==> config.mk <==
export PLATFORM = sky130hd
export DESIGN_NAME = midi_synth_poly
export DESIGN_NICKNAME = d
export VERILOG_FILES = /design/src/rtl/midi_synth_poly.sv
export SDC_FILE = /design/constraint.sdc
export NUM_CORES = 1
export LEC_CHECK = 0
export BUFFER_PORTS_ARGS = -buffer_cell sky130_fd_sc_hd__buf_2
export CAP_MARGIN = 20
export CORE_MARGIN = 2
export CORE_UTILIZATION = 55
export CTS_CLUSTER_SIZE = 40
export DETAILED_ROUTE_END_ITERATION = 10
export HOLD_SLACK_MARGIN = 0.05
export PLACE_DENSITY = 0.76
export SLEW_MARGIN = 30
export SYNTH_ARGS = -nofsm -noshare
export SYNTH_HDL_FRONTEND = slang
export SYNTH_SLANG_ARGS = --single-unit
==> constraint.sdc <==
create_clock -name i_clk -period 17.9 [get_ports i_clk]
set_input_delay 0.895 -clock i_clk [delete_from_list [all_inputs] [get_ports i_clk]]
set_output_delay 0.895 -clock i_clk [all_outputs]
set_load 0.03 [all_outputs]
==> src/rtl/midi_synth_poly.sv <==
// Polyphonic sawtooth synth: NUM_VOICES time-multiplexed voices, velocity scaling, saturating mix; OFFSET_BINARY_EN selects offset-binary output.
// Strobe NUM_VOICES+2 clocks after each divider wrap, one per CLK_DIV; no backpressure, commands accepted every cycle.
module midi_synth_poly #(
    parameter int NUM_VOICES = 8,
    parameter int OUT_W      = 16,
    parameter int TUNE_W     = 32,
    parameter int CLK_DIV    = 1024
) (
    input  logic                              i_clk,
    input  logic                              i_reset,
    input  logic                              i_cmd_valid,
    input  logic                              i_note_status,
    input  logic [7:0]                        i_voice_index,
    input  logic [TUNE_W-1:0]                 i_tuning_code,
    input  logic [6:0]                        i_velocity,
    output logic [OUT_W-1:0]                  o_sample,
    output logic                              o_sample_valid,
    output logic                              o_clip,
    output logic                              o_cmd_err,
    output logic [$clog2(NUM_VOICES+1)-1:0]   o_active_count
);
    localparam int VIDX_W = $clog2(NUM_VOICES);
    localparam int CNT_W  = $clog2(NUM_VOICES + 1);
    localparam int DIV_W  = $clog2(CLK_DIV);
    localparam int ACC_W  = OUT_W + VIDX_W + 1;
    localparam int PROD_W = OUT_W + 8;

    localparam logic [1:0] S_WAIT = 2'd0;
    localparam logic [1:0] S_SCAN = 2'd1;
    localparam logic [1:0] S_SAT  = 2'd2;

    localparam logic signed [ACC_W-1:0] ACC_MAX = {{(ACC_W-OUT_W+1){1'b0}}, {(OUT_W-1){1'b1}}};
    localparam logic signed [ACC_W-1:0] ACC_MIN = {{(ACC_W-OUT_W+1){1'b1}}, {(OUT_W-1){1'b0}}};

    generate
        if (CLK_DIV < NUM_VOICES + 2) begin : g_bad_clk_div
            $error("CLK_DIV must be >= NUM_VOICES+2");
        end
        if (TUNE_W < OUT_W) begin : g_bad_tune_w
            $error("TUNE_W must be >= OUT_W");
        end
    endgenerate

    logic [1:0]              r_state;
    logic [DIV_W-1:0]        r_div;
    logic [VIDX_W-1:0]       r_vidx;
    logic signed [ACC_W-1:0] r_acc;
    logic [NUM_VOICES-1:0]   r_active;
    logic [TUNE_W-1:0]       r_phase [NUM_VOICES];
    logic [TUNE_W-1:0]       r_tune  [NUM_VOICES];
    logic [6:0]              r_vel   [NUM_VOICES];

    logic [OUT_W-1:0]        r_sample;
    logic                    r_sample_valid;
    logic                    r_clip;
    logic                    r_cmd_err;
    logic [CNT_W-1:0]        r_active_cnt;

    logic signed [OUT_W-1:0]  w_saw;
    logic signed [PROD_W-1:0] w_prod;
    logic signed [ACC_W-1:0]  w_contrib;
    logic signed [ACC_W-1:0]  w_acc_clamped;
    logic                     w_clip;
    logic [OUT_W-1:0]         w_out;
    logic                     w_cmd_in_range;
    logic [VIDX_W-1:0]        w_cmd_idx;
    logic [CNT_W-1:0]         w_active_cnt;

    always_comb begin
        w_cmd_in_range = int'(i_voice_index) < NUM_VOICES;
        w_cmd_idx      = i_voice_index[VIDX_W-1:0];

        // Top OUT_W phase bits are the signed sawtooth; velocity is an unsigned 7-bit gain of /128
        w_saw     = r_phase[r_vidx][TUNE_W-1 -: OUT_W];
        w_prod    = PROD_W'(w_saw) * PROD_W'($signed({1'b0, r_vel[r_vidx]}));
        w_contrib = r_active[r_vidx] ? ACC_W'(w_prod >>> 7) : '0;

        w_clip        = (r_acc > ACC_MAX) || (r_acc < ACC_MIN);
        w_acc_clamped = r_acc;
        if (r_acc > ACC_MAX) begin
            w_acc_clamped = ACC_MAX;
        end else if (r_acc < ACC_MIN) begin
            w_acc_clamped = ACC_MIN;
        end
`ifdef OFFSET_BINARY_EN
        w_out = OUT_W'(w_acc_clamped) ^ {1'b1, {(OUT_W-1){1'b0}}};
`else
        w_out = OUT_W'(w_acc_clamped);
`endif

        w_active_cnt = '0;
        for (int v = 0; v < NUM_VOICES; v++) begin
            w_active_cnt = w_active_cnt + CNT_W'(r_active[v]);
        end
    end

    always_ff @(posedge i_clk) begin
        if (i_reset) begin
            r_state        <= S_WAIT;
            r_div          <= '0;
            r_vidx         <= '0;
            r_acc          <= '0;
            r_active       <= '0;
            r_sample       <= '0;
            r_sample_valid <= 1'b0;
            r_clip         <= 1'b0;
            r_cmd_err      <= 1'b0;
            r_active_cnt   <= '0;
            for (int v = 0; v < NUM_VOICES; v++) begin
                r_phase[v] <= '0;
                r_tune[v]  <= '0;
                r_vel[v]   <= '0;
            end
        end else begin
            r_sample_valid <= 1'b0;
            r_cmd_err      <= i_cmd_valid && !w_cmd_in_range;
            r_div          <= (r_div == DIV_W'(CLK_DIV - 1)) ? '0 : r_div + DIV_W'(1);

            case (r_state)
                S_WAIT: begin
                    if (r_div == '0) begin
                        r_state <= S_SCAN;
                        r_vidx  <= '0;
                        r_acc   <= '0;
                    end
                end
                S_SCAN: begin
                    r_acc <= r_acc + w_contrib;
                    if (r_active[r_vidx]) begin
                        r_phase[r_vidx] <= r_phase[r_vidx] + r_tune[r_vidx];
                    end
                    if (r_vidx == VIDX_W'(NUM_VOICES - 1)) begin
                        r_state <= S_SAT;
                    end else begin
                        r_vidx <= r_vidx + VIDX_W'(1);
                    end
                end
                S_SAT: begin
                    r_sample       <= w_out;
                    r_clip         <= w_clip;
                    r_active_cnt   <= w_active_cnt;
                    r_sample_valid <= 1'b1;
                    r_state        <= S_WAIT;
                end
                default: r_state <= S_WAIT;
            endcase

            // Placed after the scan update so a colliding command overrides that voice's phase step
            if (i_cmd_valid && w_cmd_in_range) begin
                if (i_note_status) begin
                    r_active[w_cmd_idx] <= 1'b1;
                    r_tune[w_cmd_idx]   <= i_tuning_code;
                    r_vel[w_cmd_idx]    <= i_velocity;
                    r_phase[w_cmd_idx]  <= r_active[w_cmd_idx] ? r_phase[w_cmd_idx] : '0;
                end else begin
                    r_active[w_cmd_idx] <= 1'b0;
                    r_phase[w_cmd_idx]  <= '0;
                end
            end
        end
    end

    assign o_sample       = r_sample;
    assign o_sample_valid = r_sample_valid;
    assign o_clip         = r_clip;
    assign o_cmd_err      = r_cmd_err;
    assign o_active_count = r_active_cnt;

endmodule

## Yosys cells after proc, flatten, opt, wreduce, memory -nomap -nowiden

Memory sizes are Yosys's and may differ from the RTL's. A register that Yosys moved wholly into a read port is not among the register bits.
Cells that the tools add are included.

| word-level totals | value |
|---|---|
| register bits after elaboration | 66 |
| memory bits (writable) | 568 |
| input bits | 51 |
| output and inout bits | 23 |
| word-level logic and storage cells | 117 |
| memories | 3 |

| operators by class | value |
|---|---|
| $add $sub $neg | 11 |
| multiply operators | 1 |
| magnitude comparators | 6 |
| eq/ne operators | 9 |
| mux-type cells | 53 |
| bitwise operators | 7 |
| reduce and logical (&&, ||, !) cells | 17 |

Memory list:

| name | words | bits a word | rd ports | clocked after Yosys merged registers in | wr ports | RTL line | source |
|---|---|---|---|---|---|---|---|
| r_phase | 8 | 32 | 1 | 1 | 8 | 49 | `logic [TUNE_W-1:0] r_phase [NUM_VOICES];` |
| r_tune | 8 | 32 | 1 | 1 | 8 | 50 | `logic [TUNE_W-1:0] r_tune [NUM_VOICES];` |
| r_vel | 8 | 7 | 1 | 1 | 8 | 51 | `logic [6:0] r_vel [NUM_VOICES];` |

Operators with widths:

| kind | count |
|---|---|
| 2-to-1 mux 32 bit | 5 |
| OR reduction 32 bit | 3 |
| 2-to-1 mux 20 bit | 2 |
| case mux 20 bit (2 select lines) | 1 |
| 2-to-1 mux 3 bit | 12 |
| adder 32 bit | 1 |
| 2-to-1 mux 16 bit | 2 |
| multiplier 16 x 8 -> 24 bit | 1 |
| 2-to-1 mux 1 bit | 22 |
| adder 20 bit | 1 |
| greater-than comparator 20 x 16 -> 1 bit (second input constant) | 1 |
| less-than comparator 20 x 16 -> 1 bit (second input constant) | 1 |
| adder 4 x 1 -> 4 bit | 4 |
| adder 10 x 1 -> 10 bit (second input constant) | 1 |
| equality test 10 bit (second input constant) | 1 |
| zero test 10 bit | 1 |
| AND 8 bit | 1 |
| less-than comparator 3 x 4 -> 1 bit (second input constant) | 2 |
| less-than comparator 8 x 4 -> 1 bit (second input constant) | 1 |
| 2-to-1 mux 8 bit | 1 |
| inverter 8 bit | 1 |
| bitwise OR 8 bit | 1 |
| 2-to-1 mux 7 bit | 1 |
| OR reduction 7 bit | 1 |
| other kinds (27) | 36 |

## Longest topological paths before layout

Gate-level depths: netlist (run 1).

| logic depth | value |
|---|---|
| depth in word-level cells | 10 |
| mapped depth | 35 |
| mapped depth without buffers | 31 |

## Least setup slack after synthesis (run 1)

Ideal clock, no wire load.

| path | value |
|---|---|
| path kind | flip-flop to flip-flop |
| start point | reg (tool-made name) |
| end point | reg r_acc[19] |
| setup time | 0.116 ns |
| arrival time | 7.882 ns |
| data required time | 17.784 ns |
| setup slack | 9.902 ns |
| stages on the path, launching flop included | 34 |
| path buffers | 4 |
| period minus slack after synthesis | 7.998 ns |
| path through | dfxtp_1 > buf_4 > buf_4 > buf_1 > mux4_2 > mux2i_1 > clkbuf_1 > nor2_1 > fa_1 > fa_1 > fa_1 > inv_1 > fa_1 > inv_1 > ha_1 > a21oi_1 > o21a_1 > a21boi_1 > o21bai_1 > a21oi_1 > inv_1 > a21oi_1 > xor2_1 > nor2_1 > ha_1 > or2_2 > or2_2 > o211ai_1 > o221ai_1 > a22oi_1 > a21oi_1 > xor2_1 > a21oi_1 > a31o_1 |

RTL lines:

| what | RTL line | source |
|---|---|---|
| end signal: assignment | 128 | `r_acc <= r_acc + w_contrib;` |
| end: declaration | 47 | `logic signed [ACC_W-1:0] r_acc;` |

==> metrics.md, run 1 <==
| Metric | Value |
|---|---|
| Status | complete, no violations |
| P_leak | 0.0147 uW |
| Synth top cells by count | nor2_1, dfxtp_1, and2_1 |
| Site Rows | 91 |
| Sink Count | 637 |
| CTS Buf Count | 68 |
| Final Hold Violating Endpoints | 0 |
| Worst Setup End Kind | flop |
| Placed cell areas | 35,400 sq um |
| Total number of vias | 25.6k |
| Initial drt markers | 3,091 |
| R2r setup slk | 8260 ps |
| Worst slew pin tran | 1030 ps |
| CTS resizes | 0 |
| F_max | 104 MHz |
| R2R depth | 31 |
| Gr busiest metal | met2 |
| NumNets Final | 3,461 |
| Max Cap Viol | 0 |
| Post-Syn Nets | 3,465 |
| Die height | 253 um |
| Type of the worst min-delay path | reg -> reg |
| Final setup margin | 8260 ps |
| Data required, critical path | 18,420 ps |
| DP Worst Slack | 8060 ps |
| IO buf count | 73 |
| Synth Cell Area | 34,200 sq um |
| Largest net degree at the start of global routing | 154 |
| # IOs | 74 |
| Worst Setup Start Kind | flop |
| Synth top area share | 27.4% |
| Vias per inst | 6.24 |
| Core box area | 61,600 sq um |
| Setup TNS | 0 ps |
| Grt total ovfl | 0 |
| Clk_skew | 32.9 ps |
| Root buffer cell | clkbuf_16 |
| CTS H-tree depth | 3 |
| R2r endpoint | r_acc[18] |
| Number of synthesized flops with an enable pin | 312 |
| Critical path's most frequent cell | fa_1 |
| Residual DRC | 0 |
| Die extent in x | 253 um |
| First-pass GRT wire length | 144,000 um |
| Finished Cell Area | 37,600 sq um |
| Ys async rst share | 0% |
| Crit path time final | 9640 ps |
| Hold bufs inserted after CTS | 0 |
| Register bit total from synthesis | 637 |
| Met1 usage | 36.9% |
| Crit-path max cell delay | 760 ps |
| Peak VDD IR | 0.104 mV |
| Top cell type by total area after synthesis | edfxtp_1 |
| Top-count cell post-synth | nor2_1 |
| Initial Utilization | 55.6% |
| Cell Pwr Density | 85.4 nW/um^2 |
| Clock Path Buffers | 3 |
| Tot GR Track Use | 29.1% |
| Setup Buffers After CTS | 0 |
| CP max FO | 40 |
| Number of global-route vias before repair | 26.1k |
| Final period util | 53.8% |
| Slowest cell on the critical path | buf_4 |
| Worst EP arrival | 10,160 ps |
| ANT nets after route | 0 |
| Initial antenna violation count | 2 |
| Syn-to-layout area delta | 9.94% |
| Pre-Repair DR Iteration Count | 6 |
| Post-Route WL | 92,800 um |
| Post-detail-place hpwl | 56,600 um |
| Synth Warn # | 0 |
| Slew Limit Headroom | 29.4% |
| Routed wire per std cell | 22.6 um |
| TritonCTS clock tree | built |
| Full die area | 64,300 sq um |
| Hold depth | 2 |
| Clk_lat worst skew | 640 ps |
| Met3 usage in global routing | 5.75% |
| WHS Endpoint | o_sample[3] |
| Number of library cell types mapped by synthesis | 81 |
| Post-Synthesis Cells | 3,220 |
| GPL Wtd Cong | 0.920 |
| RSZ-0062 raised after global routing | false |
| Clk pin slew, worst setup/hold paths | 60 ps |
| Hold path start | o_sample[3] |
| Average cell area after synthesis | 10.6 sq um |
| Final setup fails | 0 |
| Max-slew violation count | 0 |
| Top area cells in the synthesized netlist | edfxtp_1, dfxtp_1, mux4_2 |
| Main synth FF type | dfxtp_1 |
| M2 GR Usage | 48.3% |
| Worst setup path category | reg -> reg |
| Sequential share of the synthesized area | 46.4% |
| Proportion of layout cells with a drive suffix above 1 | 14.9% |
==> power breakdown <==
part           total (uW)  switching (uW)  internal (uW)
Sequential           1580            16.5           1560
Clock                1380             594            782
Combinational         256             168           88.7
Total                3210             779           2430
==> state kept, by name (all words and copies together) (netlist names), named ones only <==
name / cells
r_div: 10
o_clip: 1
o_sample_valid: 1
o_sample: 16
r_vel: 56
o_active_count: 4
r_state: 2
r_tune: 256
r_acc: 20
r_phase: 256
r_vidx: 3
o_cmd_err: 1
==> layer usage <==
metal	vias to the layer above	share of wire, %
li1	11300	-
met1	12600	39
met2	1395	49
met3	293	8.9
met4	0	3.9
met5	-	0
==> layout make-up <==
cell class                 count  area, sq um
antenna                        2         5.00
clock buffer                 101         2000
clock inverter                19          158
fill                        4782        24000
inverter                     163          619
multi-input combinational   2212        17000
sequential                   637        15900
tap                          837         1050
timing repair buffer         134          870
==> through the flow <==
stage	util, %	std cells	hold slack [ps]	power, uW
final	61.1	4105	447	3210
after floorplan	-	3220	430	1780
after global routing	61.1	4105	478	3300
after CTS	61.0	4100	450	3220
after global placement	57.4	3977	438	1850
after detailed placement	57.4	3980	444	1860
==> critical path, delay by kind of cell (launching register included) <==
kind / cells / cell delay [ps]
buffers and inverters: 5 / 1940
adders and majority gates: 6 / 2650
AOI/OAI and AO/OA: 12 / 2710
and+or+nand+nor: 5 / 670
xor gates and xnor gates: 1 / 120
muxes: 2 / 800
DFF: 1 / 620
==> cells in the final DEF, fill, tap and decap left out, types with 43 or more instances in the layout <==
cell type	count
nor2_1	365
dfxtp_1	322
and2_1	315
edfxtp_1	312
a21oi_1	236
nand3_1	204
nand2_1	198
inv_1	162
mux4_2	142
ha_1	103
a31oi_1	100
fa_1	91
clkbuf_16	73
buf_2	73
buf_4	54
mux2_2	48
xnor2_1	46
o21ai_0	43
==> worst max path at each step <==
stage | from | end | slack, ps | depth (start not counted)
detailed placement | flop | r_acc[18] | 8060 | 29
finish | flop | r_acc[18] | 8260 | 31
global route | flop | r_acc[18] | 7480 | 33
global placement | flop | r_acc[19] | 8350 | 32
floorplan | flop | r_acc[19] | 9900 | 33
CTS | flop | r_acc[18] | 8080 | 29
==> cell families (layout without fill, tap and decap cells) <==
family | after synthesis | count (layout) | synth area share [%]
xor gates and xnor gates | 72 | 72 | 1.84
muxes | 217 | 217 | 11.8
AOI/OAI and AO/OA | 498 | 498 | 8.65
adders and majority gates | 194 | 194 | 9.09
DFF | 637 | 637 | 46.4
buffers and inverters | 371 | 417 | 4.44
and+or+nand+nor | 1231 | 1231 | 17.8
other | 0 | 2 | 0
Note: power is estimated with default switching activity, not from simulation.
==> run 2, diff against run 1 <==
clock period = 9.5 ns   (was 17.9 ns; I/O delays follow)
==> run 2 against run 1 <==
Against the previous run:
- count of clock-buffer cells in the layout fell by 8
- non-clock buffer count rose by 5
- first-iteration DRC count rose by 6.7%
- combinational power rose by 87%
- global-route usage rose by 0.39 points
- utilization barely moved
- critical endpoint is now r_acc[19]
- highest routed layer unchanged
==> metrics.md, run 2 (same netlist as run 1, synthesis figures left out) <==
| Metric | Value |
|---|---|
| Clk_lat worst skew | 630 ps |
| Final Hold Violating Endpoints | 0 |
| Data required, critical path | 10,010 ps |
| Tot GR Track Use | 29.5% |
| Vias per inst | 6.23 |
| Type of the worst min-delay path | in -> reg |
| Cell Pwr Density | 161 nW/um^2 |
| Max Cap Viol | 0 |
| Initial antenna violation count | 9 |
| Grt total ovfl | 0 |
| Number of global-route vias before repair | 26.2k |
| Hold bufs inserted after CTS | 0 |
| P_leak | 0.0147 uW |
| Crit-path max cell delay | 780 ps |
| Most common cell after layout, fill and taps aside | nor2_1 |
| Final period util | 90.1% |
| CTS H-tree depth | 3 |
| R2r setup slk | 940 ps |
| Full die area | 64,300 sq um |
| Setup Buffers After CTS | 0 |
| Routed wire per std cell | 22.7 um |
| Syn-to-layout area delta | 9.96% |
| Proportion of layout cells with a drive suffix above 1 | 14.9% |
| Total number of vias | 25.6k |
| Pre-Repair DR Iteration Count | 9 |
| Tot Pwr | 6070 uW |
| Slew Limit Headroom | 33.0% |
| First-pass GRT wire length | 146,000 um |
| Final Non-Filler Cells | 4,106 |
| CP max FO | 28 |
| CTS resizes | 0 |
| # IOs | 74 |
| TritonCTS clock tree | built |
| R2r endpoint | r_acc[19] |
| Core box area | 61,600 sq um |
| Worst slew pin tran | 978 ps |
| Largest net degree at the start of global routing | 168 |
| CTS Buf Count | 66 |
| DP Cell Count | 3,988 |
| Final hold slack | 161 ps |
| Site Rows | 91 |
| GPL Wtd Cong | 0.929 |
| Post-detail-place hpwl | 56,500 um |
| Crit path time final | 8560 ps |
| Post-Route WL | 93,300 um |
| Initial drt markers | 3,299 |
| Worst EP arrival | 9070 ps |
| Top flop regs | r_phase (256), r_tune (256), r_vel (56) |
| Final setup fails | 0 |
| Core Util, Final | 61.1% |
| Status | complete, no violations |
| Root buffer cell | clkbuf_16 |
| Sink Count | 637 |
| Die extent in x | 253 um |
| RSZ-0062 raised after global routing | false |
| Worst Setup End Kind | flop |
| Worst Setup Start Kind | flop |
| Initial Utilization | 55.6% |
| CP endpoint | r_acc[19] |
| F_max | 117 MHz |
| Clk pin slew, worst setup/hold paths | 60 ps |
| NumNets Final | 3,464 |
| Residual DRC | 0 |
| Setup TNS | 0 ps |
| Clock Path Buffers | 3 |
| Die height | 253 um |
| Critical path's most frequent cell | a21oi_1 |
| R2R depth | 29 |
| Slowest cell on the critical path | mux2i_1 |
| ANT nets after route | 0 |
| Most frequent cells in the layout | nor2_1, dfxtp_1, and2_1 |
| Worst setup path category | reg -> reg |
| Max-slew violation count | 0 |
| Clk_skew | 22.0 ps |
| IO buf count | 73 |
| Peak VDD IR | 0.170 mV |
run 2: cell count changes in the layout (fill, tap and decap cells not counted), sizes merged:
| cell | change |
|---|---|
| buf | +5 |
| bufinv | +6 |
| clkbuf | -8 |
| clkinv | -6 |
| diode | +5 |
| inv | -1 |
run 2: worst max-delay path, delay by kind of cell, from the launching register on:
family / cells / cell delay, ps
compound gates: 12 / 2320
xor+xnor: 2 / 370
fa+ha+maj: 6 / 2650
buf+inv: 3 / 170
flops: 1 / 770
mux: 2 / 1360
simple gates: 4 / 800
run 2: final cells by class:
class	instances	area [sq um]
fillers	4802	24000
multi-input cells	2212	17000
flip-flops and latches	637	15900
clock buffers	93	1850
well taps	837	1050
repair buffers	139	900
inverters	163	624
clock inverters	18	283
diodes	7	17.5
run 2: worst min path at each step:
stage                       startpoint      endpoint  slack (ps)  cells after the start
after floorplan               r_div[0]      r_div[0]         430                      1
after global placement     o_sample[0]   o_sample[0]         440                      2
after detailed placement  o_sample[10]  o_sample[10]         440                      2
after CTS                  i_cmd_valid     o_cmd_err         130                      2
after global routing       i_cmd_valid     o_cmd_err         160                      2
final                      i_cmd_valid     o_cmd_err         160                      2
run 2: layer usage:
| layer | vias to the layer above | track usage [%] | share of wire [%] |
|---|---|---|---|
| met4 | 0 | 14.6 | 4.3 |
| met3 | 294 | 6.97 | 9.6 |
| met1 | 12700 | 36.8 | 38 |
| li1 | 11300 | - | - |
| met5 | - | 0 | 0 |
| met2 | 1290 | 48.3 | 48 |
run 2: stage by stage:
| step | instance area, sq um | setup WS [ps] |
|---|---|---|
| global placement | 35400 | 1210 |
| CTS | 37600 | 895 |
| finish | 37600 | 940 |
| floorplan | 34200 | 1500 |
| global route | 37600 | 329 |
| detailed placement | 35500 | 917 |
run 2: report_power, final:
| group | switching [uW] | internal [uW] |
|---|---|---|
| logic | 310 | 169 |
| clock network | 1080 | 1520 |
| registers | 36.2 | 2950 |
